===== src/rtl/stream_mix_circuit.sv =====
// Byte-stream scrambler: out = running sum of past inputs XOR nibble-swapped previous input.
// Latency: input sampled at edge k shows swapped on cct_output after k+1, summed after k+2.
// Backpressure: none; the pipeline advances on every non-reset rising edge.
//
// Ports:
//   clk        - system clock, all state changes on the rising edge
//   clear      - synchronous active-low reset, sampled only at the rising edge
//   cct_input  - input byte, sampled every rising edge
//   cct_output - registered scrambled byte (no combinational path from cct_input)
module stream_mix_circuit #(
  parameter int WIDTH = 8
) (
  input  logic             clk,
  input  logic             clear,
  input  logic [WIDTH-1:0] cct_input,
  output logic [WIDTH-1:0] cct_output
);

  // The swap exchanges the two halves of the word; for the 8-bit datapath
  // this is the nibble swap.
  localparam int HALF = WIDTH / 2;

  logic [WIDTH-1:0] in_q,  in_d;
  logic [WIDTH-1:0] acc_q, acc_d;
  logic [WIDTH-1:0] out_q, out_d;
  logic [WIDTH-1:0] in_swapped;

  assign in_swapped = {in_q[HALF-1:0], in_q[WIDTH-1:HALF]};

  always_comb begin
    in_d  = cct_input;
    // Modulo-2^WIDTH accumulate: the carry out simply falls off, so an
    // all-ones input acts as a decrement by one.
    acc_d = acc_q + in_q;
    // Uses the pre-edge accumulator, which is why an input's contribution to
    // the sum reaches the output one cycle after its swapped copy does.
    out_d = acc_q ^ in_swapped;
  end

  always_ff @(posedge clk) begin
    if (!clear) begin
      in_q  <= '0;
      acc_q <= '0;
      out_q <= '0;
    end else begin
      in_q  <= in_d;
      acc_q <= acc_d;
      out_q <= out_d;
    end
  end

  assign cct_output = out_q;

endmodule


===== config.mk =====
export PLATFORM = sky130hd
export DESIGN_NAME = stream_mix_circuit
export DESIGN_NICKNAME = d
export VERILOG_FILES = /design/src/rtl/stream_mix_circuit.sv
export SDC_FILE = /design/constraint.sdc
export NUM_CORES = 1
export LEC_CHECK = 0
export CORE_UTILIZATION = 28
export CTS_BUF_LIST = sky130_fd_sc_hd__clkbuf_8
export CTS_CLUSTER_DIAMETER = 150
export DETAILED_ROUTE_END_ITERATION = 7
export HOLD_SLACK_MARGIN = 0.03
export PLACE_DENSITY_LB_ADDON = 0.3
export SLEW_MARGIN = 20
export SYNTH_ARGS = -nofsm -noshare
export SYNTH_HDL_FRONTEND = slang
export SYNTH_SLANG_ARGS = --single-unit
export TNS_END_PERCENT = 10

===== constraint.sdc =====
create_clock -name clk -period 2.95 [get_ports clk]
set_input_delay 0.59 -clock clk [delete_from_list [all_inputs] [get_ports clk]]
set_output_delay 0.59 -clock clk [all_outputs]
set_load 0.02 [all_outputs]

## Word level (Yosys, flattened, before mapping)

Cells that the tools add are included.

| word-level totals | value |
|---|---|
| register bits | 24 |
| output and inout port bits | 8 |

| cells by class | value |
|---|---|
| add/subtract/negate cells | 1 |
| bitwise gates (word level) | 1 |

Operators by type and width:

| operator | number |
|---|---|
| adder 8 bit | 1 |
| XOR 8 bit | 1 |

## Logic depth before layout (Yosys ltp)

| depth | value |
|---|---|
| word-level depth | 1 |
| mapped depth | 7 |
| gate-level depth less buffers | 7 |

## Least setup slack after synthesis

Ideal clock, no wire load.

| timing path | value |
|---|---|
| path kind | reg2reg |
| start point | register in_q[0] |
| end point | register acc_q[6] |
| data arrival time | 1.396 ns |
| setup slack | 1.425 ns |
| cell stages (with the launch flop) | 8 |
| period minus slack after synthesis | 1.525 ns |
| cells stage by stage | dfxtp_1 ha_1 inv_1 fa_1 nor2b_4 o31ai_2 a21oi_1 nor3b_2 |

| between the ends | value |
|---|---|
| cells in the longest elaborated chain, start to end | 1 |

Ends and longest elaborated chain:

| item | RTL line | RTL |
|---|---|---|
| start: declaration | 23 | `logic [WIDTH-1:0] in_q, in_d;` |
| start signal: assignment | 46 | `in_q <= in_d;` |
| adder 8 bit | 34 | `acc_d = acc_q + in_q;` |
| end signal: assignment | 43 | `acc_q <= '0;` |
| end signal: assignment | 47 | `acc_q <= acc_d;` |
| end: declaration | 24 | `logic [WIDTH-1:0] acc_q, acc_d;` |

No other way between the ends.
A chain may end at the register's enable or synchronous reset.

==> impl_metrics.csv <==
group,metric,value,unit
synthesis,synth_nets,118,
finish,area_growth,26.3,%
clock_tree,clock_sinks,24,
clock_tree,postCtsHoldBufs,0,
global_route,grt_use_met1,11.7,%
sta,maxSlewViolCount,0,
sta,hold_viol,0,
power_and_ir_drop,p_seq_share,47.5,%
worst_setup_path,start_kind,"input port",
synthesis,syn_avg_cell_area,10.5,um^2
route,vias,745,
synthesis,synth_area,0.00105,mm^2
clock_tree,clockBufferDepth,2,
route,drt_first_pass_iters,4,
route,wirelength,1800,um
finish,final_layout_size_suffix_gt1_share,11.8,%
sta,fmax,0.498,GHz
global_route,grt_max_degree,16,
die,initial_core_util,30.2,%
finish,multi_input_area,536,um^2
synthesis,syn_inst,100,
clock_tree,htreeDepth,1,
power_and_ir_drop,leakage,0.000523,uW
die,rows,21,
global_route,antenna_found_initial,0,
sta,setup_viol,0,
route,drtIter0Drc,31,
finish,final_cell_count_no_fill,165,
worst_setup_path,cp.required,3150,ps
die,die_w,63.1,um
power_and_ir_drop,power.density,615,mW/mm^2
worst_hold_path,hold_class,"register to register",
flow_run,drv_cap,0,
power_and_ir_drop,p_switching,229,uW
finish,seq_area,480,um^2
die,dieArea,0.00398,mm^2
synthesis,ys_seq_area_share,45.9,%
sta,post-route-period-util,68.0,%
synthesis,synth_edf_count,0,
route,postRouteAntennaNets,0,
power_and_ir_drop,intPower,583,uW
die,die_h,63.1,um
sta,worst_clock_skew,4.74,ps
global_route,use_met2,17.6,%
outcome,status,"completed",
sta,rsz0062_at_grt,"false",
global_route,gr-usage-all-layers,10.3,%
clock_tree,cts_tree,"done",
place,place_congestion,0.763,
worst_setup_path,crit_type,"input port to register",
global_route,use_met3,3.26,%
finish,antenna_cells,0,
sta,maxSlewHeadroom,68.3,%
synthesis,ys.flop_type,"dfxtp_1",
power_and_ir_drop,power_frac_comb,25.3,%
sta,finalSetupTns,0,ps
synthesis,async_flop_share,0,%
global_route,grt_pass1_vias,743,
sta,tightest_slew,476,ps
worst_setup_path,cpPeakStageDelay,730,ps
synthesis,ys_types,34,
synthesis,yosys_warnings,0,
route,vias_per_cell,4.52,
power_and_ir_drop,clock_power_share,27.2,%
clock_tree,clock_latency,270,ps
worst_setup_path,cp_cell_sequence,"clkdlybuf4s50_1 > inv_1 > or3_1 > o211ai_2",
place,port_buffers,17,
sta,fin_crit,2010,ps
finish,num-fill-cells,371,
finish,post-route-cell-area,0.00132,mm^2
global_route,grt_pass1_wl,3150,um
clock_tree,cts-resized-gates,0,
global_route,grt-ovfl-total,0,
die,ios,18,
worst_setup_path,worst_path_max_delay_cell,"clkdlybuf4s50_1",
clock_tree,ctsRootBufferMaster,"clkbuf_8",
worst_setup_path,worst_setup_path_end_kind,"register",
clock_tree,cts_setup_buffers,0,
clock_tree,clkTransAtPathRegs,80,ps
power_and_ir_drop,ir_worst_vdd,203,uV
clock_tree,cts_inserted_buffers,3,
place,placed_area,0.00127,mm^2
route,avgRoutedWirePerCell,10.9,um
worst_setup_path,crit_fanout,15,
place,place_hpwl,1370,um
finish,nets,138,
power_and_ir_drop,swShare,28.2,%
place,placed_cells,161,
global_route,busiest_layer,"met2",
synthesis,synth_seq_cells,24,
route,drcViolationCount,0,
worst_setup_path,cp.arrival,2200,ps
die,coreArea,0.00347,mm^2
state kept, by name (all words and copies together) (netlist names):
name,flops
acc_q,8
cct_output,8
in_q,8
power by group through the flow:
stage	logic, uW	clock network [uW]	registers [uW]
3_3_place_gp	203	0	393
6_report	206	221	386
5_1_grt	226	242	391
3_5_place_dp	206	0	395
4_1_cts	207	229	387
2_1_floorplan	129	0	407
per-stage QoR:
stage / worst slack, ps / power (uW) / utilization [%] / hold slack (ps)
after detailed placement: 644 / 600 / 36.5 / 509
after CTS: 931 / 824 / 38.1 / 529
after floorplan: 1430 / 536 / - / 480
after global placement: 701 / 596 / 36.5 / 505
final: 943 / 812 / 38.1 / 522
after global routing: 762 / 860 / 38.1 / 552
Yosys cell counts, types with 2 or more instances:
library cell,instances,area (um^2)
a21oi_1,3,15.0
and2_1,9,56.3
dfxtp_1,24,480
ha_1,7,87.6
inv_1,5,18.8
nand3_1,2,10.0
nor2_1,10,37.5
nor3_1,4,20.0
nor3b_2,2,25.0
o21a_1,2,15.0
o21ai_0,2,10.0
xnor2_1,8,70.1
layout make-up:
cell class | count | share of cell area [%]
multi-input combinational | 68 | 40.5
clock buffer | 4 | 4.17
sequential | 24 | 36.4
tap | 46 | 4.36
inverter | 6 | 1.70
timing repair buffer | 17 | 12.9
cell families after synthesis:
logic type	after synthesis	synth area share, %
and+or+nand+nor	33	18.9
DFF	24	45.9
AOI/OAI and AO/OA	18	14.5
xor gates and xnor gates	9	7.54
buffers and inverters	8	2.87
adders and majority gates	8	10.3
path summary, 6_finish.rpt:
check                      start                        to  slack (ps)  depth (start not counted)
max                        clear       acc_q[5]$_SDFF_PN0_         940                          4
min          acc_q[6]$_SDFF_PN0_  cct_output[6]$_SDFF_PN0_         520                          2
max reg2reg   in_q[0]$_SDFF_PN0_       acc_q[6]$_SDFF_PN0_        1300                          7
min reg2reg  acc_q[6]$_SDFF_PN0_  cct_output[6]$_SDFF_PN0_         520                          2
worst max-delay path: cells and delay by family:
family                 cells  cell delay (ps)
buffers and inverters      2             1070
and+or+nand+nor            1              400
AOI/OAI and AO/OA          1              130
routing by layer:
layer  vias to the layer above  share of wire, %
li1                        377                 -
met1                       348                47
met2                        15                48
met3                         5               3.8
met4                         0               1.7
met5                         -                 0
cells in the final DEF, fill, tap and decap left out, types with 2 or more instances in the layout:
master and n:
and2_1 9, clkdlybuf4s50_1 17, nand3_1 2, nor2_1 10
nor3_1 4, o21ai_0 2, a21oi_1 3, inv_1 5
ha_1 7, nor3b_2 2, clkbuf_8 4, xnor2_1 8
dfxtp_1 24, o21a_1 2
Power figures use the tool's default switching activity.
